$ cat config.mk
export PLATFORM = sky130hd
export DESIGN_NAME = bp_me_stream_demux
export DESIGN_NICKNAME = d
export VERILOG_FILES = /design/src/rtl/bp_me_stream_demux.sv
export SDC_FILE = /design/constraint.sdc
export NUM_CORES = 1
export LEC_CHECK = 0
export CELL_PAD_IN_SITES_DETAIL_PLACEMENT = 0
export CELL_PAD_IN_SITES_GLOBAL_PLACEMENT = 1
export CORE_ASPECT_RATIO = 0.75
export CORE_MARGIN = 8
export CORE_UTILIZATION = 37
export DETAILED_ROUTE_END_ITERATION = 10
export GPL_TIMING_DRIVEN = 0
export PLACE_DENSITY = 0.85
export SLEW_MARGIN = 40
export SYNTH_ARGS = -nofsm -noshare
export SYNTH_HDL_FRONTEND = slang
export SYNTH_SLANG_ARGS = --single-unit
export TNS_END_PERCENT = 50
$ cat constraint.sdc
create_clock -name clk_i -period 10.4 [get_ports clk_i]
set_input_delay 2.08 -clock clk_i [delete_from_list [all_inputs] [get_ports clk_i]]
set_output_delay 2.08 -clock clk_i [all_outputs]
set_load 0.02 [all_outputs]
$ cat src/rtl/bp_me_stream_demux.sv
// Routes whole BedRock Stream packets from one input to one of num_sink_p sinks. Beats pass through a two-entry input FIFO.
// Latency is 1 cycle from accept to output, at 1 beat/cycle. A stalled selected sink holds the head; ready drops when the FIFO fills.
module bp_me_stream_demux #(
    parameter int header_width_p = 66,
    parameter int data_width_p   = 64,
    parameter int num_sink_p     = 3,
    localparam int lg_num_sink_lp   = (num_sink_p > 1) ? $clog2(num_sink_p) : 1,
    localparam int lg_data_bytes_lp = $clog2(data_width_p / 8)
) (
    input  logic                                        clk_i,
    input  logic                                        reset_n_i,
    input  logic [header_width_p-1:0]                   msg_header_i,
    input  logic [data_width_p-1:0]                     msg_data_i,
    input  logic [2:0]                                  msg_size_i,
    input  logic                                        msg_has_data_i,
    input  logic [lg_num_sink_lp-1:0]                   msg_dst_i,
    input  logic                                        msg_v_i,
    output logic                                        msg_ready_and_o,
    output logic [num_sink_p-1:0][header_width_p-1:0]   msg_header_o,
    output logic [num_sink_p-1:0][data_width_p-1:0]     msg_data_o,
    output logic [num_sink_p-1:0]                       msg_v_o,
    input  logic [num_sink_p-1:0]                       msg_ready_and_i,
    output logic                                        error_o,
    output logic                                        busy_o
);
    localparam int cnt_w_lp = $clog2(128 / (data_width_p / 8)) + 1;

    typedef struct packed {
        logic [lg_num_sink_lp-1:0] dst;
        logic [2:0]                size;
        logic                      has_data;
        logic [header_width_p-1:0] header;
        logic [data_width_p-1:0]   data;
    } beat_t;

    typedef enum logic {IDLE, BUSY} state_e;

    beat_t       mem [2];
    beat_t       in_beat, head;
    logic        wr_ptr, rd_ptr;
    logic [1:0]  count, count_next;
    logic        ready_r;
    logic        enq, deq, head_v;

    state_e                    state_r, state_n;
    logic [cnt_w_lp-1:0]       cnt_r, cnt_n, beats;
    logic [lg_num_sink_lp-1:0] dst_r, dst_n, cur_dst;
    logic [7:0]                pkt_bytes, beat_raw;
    logic                      drop, last, sel_ready;

    assign in_beat = '{dst: msg_dst_i, size: msg_size_i, has_data: msg_has_data_i,
                       header: msg_header_i, data: msg_data_i};
    assign enq     = msg_v_i & ready_r;
    assign head_v  = (count != 2'd0);
    assign head    = mem[rd_ptr];

    always_comb begin
        count_next = count;
        if (enq && !deq)
            count_next = count + 2'd1;
        else if (!enq && deq)
            count_next = count - 2'd1;
    end

    // Ready is the registered not-full of the next cycle, so it never admits a beat into a full FIFO.
    always_ff @(posedge clk_i or negedge reset_n_i) begin
        if (!reset_n_i) begin
            count   <= 2'd0;
            wr_ptr  <= 1'b0;
            rd_ptr  <= 1'b0;
            ready_r <= 1'b0;
        end else begin
            count   <= count_next;
            ready_r <= (count_next != 2'd2);
            if (enq) wr_ptr <= ~wr_ptr;
            if (deq) rd_ptr <= ~rd_ptr;
        end
    end

    always_ff @(posedge clk_i) begin
        if (enq) mem[wr_ptr] <= in_beat;
    end

    // Packet length from the head's first-beat fields; sub-beat payloads still take one beat.
    always_comb begin
        pkt_bytes = 8'd1 << head.size;
        beat_raw  = pkt_bytes >> lg_data_bytes_lp;
        beats     = cnt_w_lp'(1);
        if (head.has_data && beat_raw != 8'd0)
            beats = cnt_w_lp'(beat_raw);
    end

    always_comb begin
        cur_dst   = (state_r == BUSY) ? dst_r : head.dst;
        drop      = (int'(cur_dst) >= num_sink_p);
        sel_ready = drop;
        for (int i = 0; i < num_sink_p; i++) begin
            if (int'(cur_dst) == i) sel_ready = msg_ready_and_i[i];
        end
        deq  = head_v & sel_ready;
        last = (state_r == BUSY) ? (cnt_r == cnt_w_lp'(1)) : (beats == cnt_w_lp'(1));
    end

    always_ff @(posedge clk_i or negedge reset_n_i) begin
        if (!reset_n_i) begin
            state_r <= IDLE;
            cnt_r   <= '0;
            dst_r   <= '0;
        end else begin
            state_r <= state_n;
            cnt_r   <= cnt_n;
            dst_r   <= dst_n;
        end
    end

    always_comb begin
        state_n = state_r;
        cnt_n   = cnt_r;
        dst_n   = dst_r;
        if (deq) begin
            case (state_r)
                IDLE: begin
                    if (beats != cnt_w_lp'(1)) begin
                        state_n = BUSY;
                        cnt_n   = beats - cnt_w_lp'(1);
                        dst_n   = head.dst;
                    end
                end
                BUSY: begin
                    cnt_n = cnt_r - cnt_w_lp'(1);
                    if (cnt_r == cnt_w_lp'(1)) state_n = IDLE;
                end
                default: state_n = IDLE;
            endcase
        end
    end

    always_comb begin
        for (int i = 0; i < num_sink_p; i++) begin
            msg_v_o[i] = head_v & ~drop & (int'(cur_dst) == i);
        end
        msg_ready_and_o = ready_r;
        msg_header_o    = {num_sink_p{head.header}};
        msg_data_o      = {num_sink_p{head.data}};
        error_o         = deq & drop & last;
        busy_o          = (state_r == BUSY);
    end

endmodule

==> run summary <==
status - finished, final reports clean
Synthesized Nets - 1,055
htree depth - 1
Max Clock Freq - 173 MHz
Buf/Inv on CP - 5
worst rel slew slack - 53.4%
RSZ-0062 raised after global routing - false
Yosys top cell area share - 60.1%
global route overflow - 0
clock buffer count from CTS - 31
largest net degree at the start of global routing - 40
Crit path depth - 6
TritonCTS clock tree - built
CP Max Fanout - 10
Post-synth top cells - 390 x buf_4, 272 x edfxtp_1, 138 x mux2_2
Nets - 1,637
Clock Latency Late Sink - 570 ps
Post-CTS Setup Bufs - 0
Worst Tran Pin Value - 700 ps
Fin Setup TNS - 0 ps
period utilisation layout - 55.5%
Setup CP Type - reg2out
CP Cell Sequence - clkbuf_1 -> clkbuf_2 -> clkbuf_1 -> mux2_2 -> buf_4 -> clkdlybuf4s50_1
initial core utilization - 37.7%
drt first pass iters - 4
average cell area after synthesis - 15.0 µm²
Vias/cell - 4.25
Leakage - 8.06 nW
Initial DRC Count - 357
R2R Setup Slk - 7770 ps
Setup-failing EPs final - 0
Mapped Area - 13,600 µm²
DRC viols - 0
Hold Buf Count CTS - 0
post-route ant nets - 0
async set-reset flop share out of synthesis - 4.56%
Core Rows - 60
clock sinks - 285
max_cap viols - 0
CP endpoint kind - primary output
CTS root buf - clkbuf_16
crit path from - rd_ptr
post-route cell area - 20,800 µm²
Vias - 8,415
Post-Syn Instances - 909
Post-synth EDFFs - 272
hold crit path type - reg2reg
min cycle time layout - 5780 ps
Worst setup SP type - flop
critical path arrival - 3700 ps
clock transition at the registers of the reported paths - 60 ps
R2R depth - 8
global-route wire length before repair - 54,200 µm
die area - 43,200 µm²
post-synthesis cell type count - 38
Final Hold Fails - 0
core footprint - 36,000 µm²
die height - 182 µm
DP Area - 19,800 µm²
layout cells sized above 1 - 39.6%
per-cell routed wire length - 18.9 µm
register area share after synthesis - 62.5%
Ys Warns - 0
GP Congestion - 0.793
Pwr Density - 330 nW/µm²
Area contributors post-synth - edfxtp_1 60%, buf_4 22%, mux2_2 11%
Top delay family on crit path - buffers and inverters
flops & latches, synth - 285
Detailed Place HPWL - 30,000 µm
worst r2r src - rd_ptr
Setup crit end - msg_data_o[50]
critical path required time - 8320 ps
FF-to-FF End - cnt_r[3]
initial antenna violation count - 2
Slew Limit Fails - 0
most frequent cell after synthesis - buf_4
Worst Skew - 10.8 ps
IR drop worst, VDD - 186 µV
Die Wd - 237 µm
post-CTS sizing - 0
Slowest-stage cell, CP - clkbuf_1
Synth area leader - edfxtp_1
number of global-route vias before repair - 9,151
PortBufs - 537
overall routing resource usage - 16.4%
CP max stage delay - 590 ps
Area Growth Syn to Fin - 53.0%
Top FF cell, synth - edfxtp_1
io pins - 538
Post-Route WL - 37,400 µm
most frequent CP cell - clkbuf_1
Clock Tree Buf Depth - 3
-- kinds of logic (layout without fill, tap and decap cells) --
| kind of cell | Yosys count | count (layout) | synth area share, % |
|---|---|---|---|
| xor+xnor | 5 | 5 | 0.322 |
| other cells | 0 | 1 | 0 |
| compound gates | 16 | 16 | 0.865 |
| simple gates | 39 | 39 | 1.56 |
| flops | 285 | 285 | 62.5 |
| fa+ha+maj | 4 | 4 | 0.368 |
| buf+inv | 414 | 1019 | 22.3 |
| mux | 146 | 146 | 12.1 |
-- cell type report --
cell class              instances  area [µm²]
clock inverters                21         208
well taps                     465         582
inverters                       6        22.5
flip-flops and latches        285        8490
clock buffers                  35         791
plain buffers                 408        3010
repair buffers                549        5610
diodes                          1        2.50
multi-input cells             210        2090
fillers                      2872       15200
-- metrics by stage --
step	utilization (%)	worst slack [ps]	total power, W	hold WS (ps)	std cells
floorplan	-	1800	0.00416	461	909
global placement	54.3	-2200	0.00584	479	1911
detailed placement	55.0	5040	0.00588	520	1923
CTS	57.7	4420	0.00698	534	1979
global route	57.7	4330	0.00720	570	1980
finish	57.7	4620	0.00687	538	1980
-- layout by cell type (no fill, tap or decap), types with 5 or more instances in the layout --
cell type | synthesis | layout
buf_4 | 390 | 390
clkbuf_16 | 0 | 31
edfxtp_1 | 272 | 272
clkinv_2 | 0 | 7
inv_1 | 5 | 5
buf_8 | 0 | 5
clkbuf_1 | 16 | 19
nand2_1 | 8 | 8
dfrtp_1 | 13 | 13
mux2_2 | 138 | 138
mux2i_1 | 5 | 5
clkdlybuf4s50_1 | 0 | 537
clkinv_1 | 1 | 6
nand3_1 | 7 | 7
-- flip-flops by register name, indices dropped and copies added (netlist names) --
signal	cells
mem	272
cnt_r	5
count	2
dst_r	2
busy_o	1
msg_ready_and_o	1
rd_ptr	1
wr_ptr	1
-- worst register-to-register path, stage by stage (launching register included) --
cell	delay (ps)
dfrtp_1	460
clkbuf_1	460
and3b_1	260
or2_2	330
nand2_1	80
ha_1	200
nand3_1	130
nand3_1	230
mux2_2	360
-- how the worst min path moves through the flow --
| stage | from | endpoint | slack (ps) | cells after the start |
|---|---|---|---|---|
| after floorplan | wr_ptr | wr_ptr | 460 | 1 |
| after global placement | wr_ptr | wr_ptr | 480 | 1 |
| after detailed placement | cnt_r[4] | cnt_r[4] | 520 | 1 |
| after CTS | cnt_r[4] | cnt_r[4] | 530 | 1 |
| after global routing | wr_ptr | wr_ptr | 570 | 1 |
| final | cnt_r[4] | cnt_r[4] | 540 | 1 |
-- report_power, final --
| part | total, W | switching, W | leakage (nW) | internal [W] |
|---|---|---|---|---|
| registers | 0.00161 | 0.0000653 | 2.68 | 0.00154 |
| logic | 0.00419 | 0.00193 | 4.89 | 0.00226 |
| clock network | 0.00107 | 0.000449 | 0.489 | 0.000624 |
-- metal layers --
layer	vias to the layer above	GRT usage, %	wire length (µm)
met5	-	0	13
met2	273	31.3	20200
met1	4070	16.9	13500
li1	4013	-	-
met4	2	4.37	880
met3	57	5.45	2720
Note: power is estimated with default switching activity, not from simulation.
